[config.mk]
export PLATFORM = sky130hd
export DESIGN_NAME = aes_masked_frontend
export DESIGN_NICKNAME = d
export VERILOG_FILES = /design/src/rtl/aes_pkg.sv /design/src/rtl/aes_rsp_fifo.sv /design/src/rtl/aes_masked_frontend.sv
export SDC_FILE = /design/constraint.sdc
export NUM_CORES = 1
export LEC_CHECK = 0
export CORE_AREA = 2 2 710 712
export CTS_CLUSTER_SIZE = 30
export DETAILED_ROUTE_END_ITERATION = 6
export DIE_AREA = 0 0 712 714
export PLACE_DENSITY = 0.31
export SLEW_MARGIN = 10
export SYNTH_ARGS = -nofsm -noshare
export SYNTH_HDL_FRONTEND = slang
export SYNTH_SLANG_ARGS = --single-unit
[constraint.sdc]
create_clock -name clk -period 6.1 [get_ports clk]
set_clock_uncertainty 0.05 [all_clocks]
set_input_delay 1.22 -clock clk [delete_from_list [all_inputs] [get_ports clk]]
set_output_delay 1.22 -clock clk [all_outputs]
set_load 0.05 [all_outputs]
[src/rtl/aes_pkg.sv]
// Shared types for the masked AES front-end: key sizes, the held request operands and the FSM states.
package aes_pkg;

   localparam int unsigned AES_BLOCK_W = 128;
   localparam int unsigned AES_KEY_W   = 256;

   typedef enum logic [1:0] {
      AES_128 = 2'b00,
      AES_192 = 2'b01,
      AES_256 = 2'b10
   } key_size_e;

   typedef struct packed {
      logic                   enc_dec;
      key_size_e              key_size;
      logic [AES_BLOCK_W-1:0] pt;
      logic [AES_BLOCK_W-1:0] pt_rand;
      logic [AES_KEY_W-1:0]   key;
      logic [AES_KEY_W-1:0]   key_rand;
   } aes_req_t;

   typedef enum logic [1:0] {
      S_IDLE,
      S_LAUNCH,
      S_WAIT
   } fe_state_e;

endpackage

[src/rtl/aes_rsp_fifo.sv]
// Synchronous response FIFO with an occupancy counter and wrapping pointers; no write-to-read bypass.
module aes_rsp_fifo #(
   parameter int unsigned WIDTH = 132,
   parameter int unsigned DEPTH = 2
) (
   input  logic             clk,
   input  logic             rst_n,
   input  logic             push_i,
   input  logic [WIDTH-1:0] wdata_i,
   input  logic             pop_i,
   output logic [WIDTH-1:0] rdata_o,
   output logic             valid_o,
   output logic             full_o
);

   localparam int unsigned PTR_W = (DEPTH > 1) ? $clog2(DEPTH) : 1;
   localparam int unsigned CNT_W = $clog2(DEPTH + 1);

   logic [WIDTH-1:0] mem_q [DEPTH];
   logic [WIDTH-1:0] mem_d [DEPTH];
   logic [PTR_W-1:0] wr_ptr_q, wr_ptr_d;
   logic [PTR_W-1:0] rd_ptr_q, rd_ptr_d;
   logic [CNT_W-1:0] count_q, count_d;
   logic             do_push, do_pop;

   function automatic logic [PTR_W-1:0] inc_ptr(input logic [PTR_W-1:0] p);
      return (p == PTR_W'(DEPTH - 1)) ? '0 : p + 1'b1;
   endfunction

   assign valid_o = (count_q != '0);
   assign full_o  = (count_q == CNT_W'(DEPTH));
   assign rdata_o = mem_q[rd_ptr_q];

   always_comb begin
      mem_d    = mem_q;
      wr_ptr_d = wr_ptr_q;
      rd_ptr_d = rd_ptr_q;
      do_pop   = pop_i && valid_o;
      // A push into a full FIFO is only taken when the same cycle frees the head slot.
      do_push  = push_i && (!full_o || do_pop);
      if (do_push) begin
         mem_d[wr_ptr_q] = wdata_i;
         wr_ptr_d        = inc_ptr(wr_ptr_q);
      end
      if (do_pop) begin
         rd_ptr_d = inc_ptr(rd_ptr_q);
      end
      count_d = count_q + CNT_W'(do_push) - CNT_W'(do_pop);
   end

   always_ff @(posedge clk or negedge rst_n) begin
      if (!rst_n) begin
         for (int i = 0; i < int'(DEPTH); i++) begin
            mem_q[i] <= '0;
         end
         wr_ptr_q <= '0;
         rd_ptr_q <= '0;
         count_q  <= '0;
      end else begin
         mem_q    <= mem_d;
         wr_ptr_q <= wr_ptr_d;
         rd_ptr_q <= rd_ptr_d;
         count_q  <= count_d;
      end
   end

endmodule

[src/rtl/aes_masked_frontend.sv]
// Single-job request front-end for aes_masked_core: holds operands for the whole job, launches only
// with a guaranteed response slot, queues {tag, ct} results and zeroizes secrets after each job.
module aes_masked_frontend
   import aes_pkg::*;
#(
   parameter int unsigned TAG_W     = 4,
   parameter int unsigned RSP_DEPTH = 2
) (
   input  logic              clk,
   input  logic              rst_n,
   input  logic              req_valid_i,
   output logic              req_ready_o,
   input  logic              req_enc_dec_i,
   input  key_size_e         req_key_size_i,
   input  logic [TAG_W-1:0]  req_tag_i,
   input  logic [127:0]      req_pt_i,
   input  logic [127:0]      req_pt_rand_i,
   input  logic [255:0]      req_key_i,
   input  logic [255:0]      req_key_rand_i,
   output logic              core_start_o,
   output logic              core_enc_dec_o,
   output key_size_e         core_key_size_o,
   output logic [127:0]      core_pt_o,
   output logic [127:0]      core_pt_rand_o,
   output logic [255:0]      core_key_o,
   output logic [255:0]      core_key_rand_o,
   input  logic              core_busy_i,
   input  logic              core_done_i,
   input  logic [127:0]      core_ct_i,
   output logic              rsp_valid_o,
   input  logic              rsp_ready_i,
   output logic [TAG_W-1:0]  rsp_tag_o,
   output logic [127:0]      rsp_data_o,
   output logic              err_o
);

   localparam int unsigned RSP_W = TAG_W + AES_BLOCK_W;

   fe_state_e        state_q, state_d;
   aes_req_t         hold_q, hold_d;
   logic [TAG_W-1:0] tag_q, tag_d;
   logic             start_q, start_d;
   logic             err_q, err_d;
   logic             fifo_push, fifo_full;
   logic [RSP_W-1:0] fifo_rdata;

   assign req_ready_o     = (state_q == S_IDLE);
   assign core_start_o    = start_q;
   assign core_enc_dec_o  = hold_q.enc_dec;
   assign core_key_size_o = hold_q.key_size;
   assign core_pt_o       = hold_q.pt;
   assign core_pt_rand_o  = hold_q.pt_rand;
   assign core_key_o      = hold_q.key;
   assign core_key_rand_o = hold_q.key_rand;
   assign err_o           = err_q;
   assign rsp_tag_o       = fifo_rdata[RSP_W-1 -: TAG_W];
   assign rsp_data_o      = fifo_rdata[AES_BLOCK_W-1:0];

   always_comb begin
      state_d   = state_q;
      hold_d    = hold_q;
      tag_d     = tag_q;
      start_d   = 1'b0;
      err_d     = err_q;
      fifo_push = 1'b0;
      case (state_q)
         S_IDLE: begin
            if (req_valid_i) begin
               hold_d.enc_dec  = req_enc_dec_i;
               hold_d.key_size = req_key_size_i;
               hold_d.pt       = req_pt_i;
               hold_d.pt_rand  = req_pt_rand_i;
               hold_d.key      = req_key_i;
               hold_d.key_rand = req_key_rand_i;
               tag_d           = req_tag_i;
               state_d         = S_LAUNCH;
            end
         end
         S_LAUNCH: begin
            // Launching only with a free FIFO slot means the eventual push can never be refused.
            if (!core_busy_i && !fifo_full) begin
               start_d = 1'b1;
               state_d = S_WAIT;
            end
         end
         S_WAIT: begin
            if (core_done_i) begin
               fifo_push       = 1'b1;
               hold_d.pt       = '0;
               hold_d.pt_rand  = '0;
               hold_d.key      = '0;
               hold_d.key_rand = '0;
               state_d         = S_IDLE;
            end
         end
         default: state_d = S_IDLE;
      endcase
      if (core_done_i && (state_q != S_WAIT)) begin
         err_d = 1'b1;
      end
   end

   always_ff @(posedge clk or negedge rst_n) begin
      if (!rst_n) begin
         state_q <= S_IDLE;
         hold_q  <= '0;
         tag_q   <= '0;
         start_q <= 1'b0;
         err_q   <= 1'b0;
      end else begin
         state_q <= state_d;
         hold_q  <= hold_d;
         tag_q   <= tag_d;
         start_q <= start_d;
         err_q   <= err_d;
      end
   end

   aes_rsp_fifo #(
      .WIDTH (RSP_W),
      .DEPTH (RSP_DEPTH)
   ) u_rsp_fifo (
      .clk     (clk),
      .rst_n   (rst_n),
      .push_i  (fifo_push),
      .wdata_i ({tag_q, core_ct_i}),
      .pop_i   (rsp_ready_i),
      .rdata_o (fifo_rdata),
      .valid_o (rsp_valid_o),
      .full_o  (fifo_full)
   );

endmodule

==> impl_results.md <==
* Fill count at 55930
* Drt first pass iters at 5
* Worst Hold Margin at 0.3226 ns
* Die ar. at 508400 um^2
* Hold Violations, Final at 0
* Buf/Inv on CP at 2
* RSZ-0062 raised after global routing: false
* HP Class: in -> async
* Initial antenna violation count at 340
* DR vias/cell at 2.948
* Final Setup Violations at 0
* Achievable clock frequency at 0.2055 GHz
* Clk Latency, worst-skew pair at 0.83 ns
* Critical Path Start Type: flip-flop
* Final Max Tran Viols at 0
* Critical path, cell by cell: buf_4 > mux2_2 > clkdlybuf4s50_1
* Status: completed
* Core footprint at 500300 um^2
* Max-slew headroom at the worst pin at 0.2616
* Rows at 260
* Drt wl/cell at 32.34 um
* Critical path's top delay family: buffers and inverters
* CTS clk-pin slew, worst paths at 0.05 ns
* Crit. End Element: primary output
* Period Utilization, post-route at 0.7977
* Combinational family with the most area after synthesis: compound AO/OA/AOI/OAI gates
* Max Cap Viol at 0
* WL final at 361.6 mm
* Power Dens Cells at 697.6 nW/um^2
* Synthesized area per cell at 15.84 um^2
* Total gr overflow at 0
* CTS tree: done
* Initial Utilization at 0.07792
* Fraction of layout cells with a size suffix above 1 at 0.1718
* Synth warnings at 0
* Port Buffers at 1815
* Worst stage delay on the critical path at 0.87 ns
* Synth Area in XOR/XNOR at 0.001123
* Critical Path RT at 4.83 ns
* CP max FO at 58
* Power share of the combinational group at 0.540
* Clk buf depth at 4
* Reported net switching power at 24.66 mW
* Final GP Congestion at 0.9745
* # DRC at 0
* Commonest non-fill, non-tap cell in the layout: clkdlybuf4s50_1
* Post-CTS setup buffers at 0
* Gate count of the mapped netlist at 2461
* Crit-path slowest cell: dfrtp_4
* Via count at 32960
* Sequential power share at 0.261
* Final #Nets at 5203
* Synth Cell Area at 38980 um^2
* Post-Synth Simple-Gate Area at 0.002760
* Post-Syn Nets at 3371
* Final Util at 0.1419
* Max IR drop VDD at 0.3010 mV
* Most frequent cells in the layout: clkdlybuf4s50_1 (1794), dfrtp_1 (1046), a22o_1 (768)
* Yosys reg bits at 1047
* Largest net degree at the start of global routing at 144
* Setup TNS at 0 ns
* H-tree levels at 4
* Library cells used by synthesis at 27
* Pleak at 28.63 nW
* Ports at 1816
* Worst slew pin tran at 1.104 ns
* Vias in the first global route at 33730
* Iter 0 DRT Violations at 2295
* Die span in x at 712 um
* Multiplexer area fraction after synthesis at 0.1244
* GRT Total Usage at 0.1369
* Synth Area in Compound Gates at 0.1732
* Global-route wire length before repair at 446.6 mm
* Post-cts resize count at 0
* Switch share at 0.4978
* Hold bufs inserted after CTS at 0
* Die Span Y at 714 um
* CTS Buf Count at 160
* Syn-to-layout area delta at 82.17%
* Internal power at 24.88 mW
* Final ANT Viol Nets at 0
* Root Buffer: clkbuf_16
* Clk pwr share at 0.199
* DPL Wire Length at 303.7 mm
* Fin crit period at 4.866 ns
* CTS Sinks at 1047
* WS Path Type: reg -> out
* Seq/Total Area, Yosys at 0.6721
* Post-Synth Adder-Cell Area at 0.0003210
* Crit path DAT at 3.60 ns
==> state kept, by name, summed over array words and instances (netlist names), 4 cells and up <==
name,count
core_pt_o,128
core_pt_rand_o,128
core_key_o,256
tag_q,4
core_key_rand_o,256
u_rsp_fifo.mem_q,264
==> worst paths after layout <==
path	start	endpoint	slack [ns]	cells past startpoint
min reg2reg	err_o$_DFFE_PN0P_	err_o$_DFFE_PN0P_	0.42	1
max in group asynchronous	rst_n	core_key_rand_o[121]$_DFFE_PN0P_	4.18	2
max reg2reg	state_q[0]$_DFFE_PN0P_	core_key_rand_o[89]$_DFFE_PN0P_	3.30	5
min in group clk	err_o$_DFFE_PN0P_	err_o$_DFFE_PN0P_	0.42	1
min	rst_n	u_rsp_fifo.mem_q[105]$_DFFE_PN0P_	0.32	1
max	u_rsp_fifo.rd_ptr_q$_DFFE_PN0P_	rsp_data_o[119]	1.23	3
==> worst reg2reg max path, stage by stage (launching register included) <==
cell	delay, ns
dfrtp_1	0.44
nor2_1	0.24
and2_4	0.79
buf_12	0.37
buf_4	0.57
a22o_1	0.29
==> kinds of logic (layout without fill, tap and decap cells) <==
group	after synthesis	count (layout)
mux	404	404
buf+inv	218	2175
fa+ha+maj	1	1
simple gates	15	15
flops	1047	1047
xor+xnor	5	5
compound gates	771	771
other cells	0	82
==> power groups by stage <==
stage | Clock (mW) | Sequential, mW | Combinational (mW)
detailed placement | 0 | 13.0 | 27.2
global route | 10.5 | 13.3 | 27.7
CTS | 10.3 | 13.0 | 27.3
global placement | 0 | 13.1 | 27.2
finish | 9.85 | 13.0 | 26.7
floorplan | 0 | 19.6 | 7.81
==> final cells by class <==
| type | instances | area, um^2 | area share |
|---|---|---|---|
| repair buffers | 1886 | 18950 | 0.2669 |
| clock inverters | 51 | 737.0 | 0.01038 |
| inverters | 2 | 7.507 | 0.0001057 |
| diodes | 82 | 205.2 | 0.002889 |
| well taps | 6681 | 8359 | 0.1177 |
| multi-input cells | 1196 | 11770 | 0.1657 |
| clock buffers | 236 | 4782 | 0.06734 |
| flip-flops and latches | 1047 | 26200 | 0.3690 |
==> stage by stage <==
| step | setup slack (ns) | cell area [um^2] | power (mW) | instances |
|---|---|---|---|---|
| after CTS | 1.063 | 70810 | 50.58 | 11100 |
| final | 1.234 | 71020 | 49.54 | 11180 |
| after detailed placement | 2.062 | 65290 | 40.18 | 10810 |
| after global placement | 2.095 | 65290 | 40.24 | 10810 |
| after floorplan | 3.185 | 38980 | 27.38 | 2461 |
| after global routing | 1.019 | 70900 | 51.52 | 11140 |
==> cell usage after synthesis <==
master       n  area, um^2
a21o_1       1       7.510
a22o_1     768        6726
a311oi_1     1       8.760
and2_1       2       12.51
and3_1       1       6.260
and4_4       1       11.26
and4b_1      1       10.01
buf_1       19       71.32
buf_2       78       390.4
buf_4        8       60.06
buf_6       10       112.6
clkbuf_1   101       379.1
dfrtp_1   1047       26200
ha_1         1       12.51
inv_1        2       7.510
mux2_2     323        3637
mux2_4      80        1201
mux2i_1      1       10.01
nand2b_1     2       12.51
nand4b_1     2       17.52
nor2_1       2       7.510
nor2b_1      1       6.260
o21bai_1     1       7.510
or2_2        2       12.51
or3b_4       1       11.26
xnor2_1      2       17.52
xor2_1       3       26.28
==> per-layer routing <==
layer	global-route usage	wire length [um]	up-vias
met5	0	791	-
met2	0.2344	175000	1826
met4	0.04121	13690	120
met1	0.1562	138900	17000
met3	0.05385	33250	777
li1	-	-	13240
(Power assumes the default switching activity.)
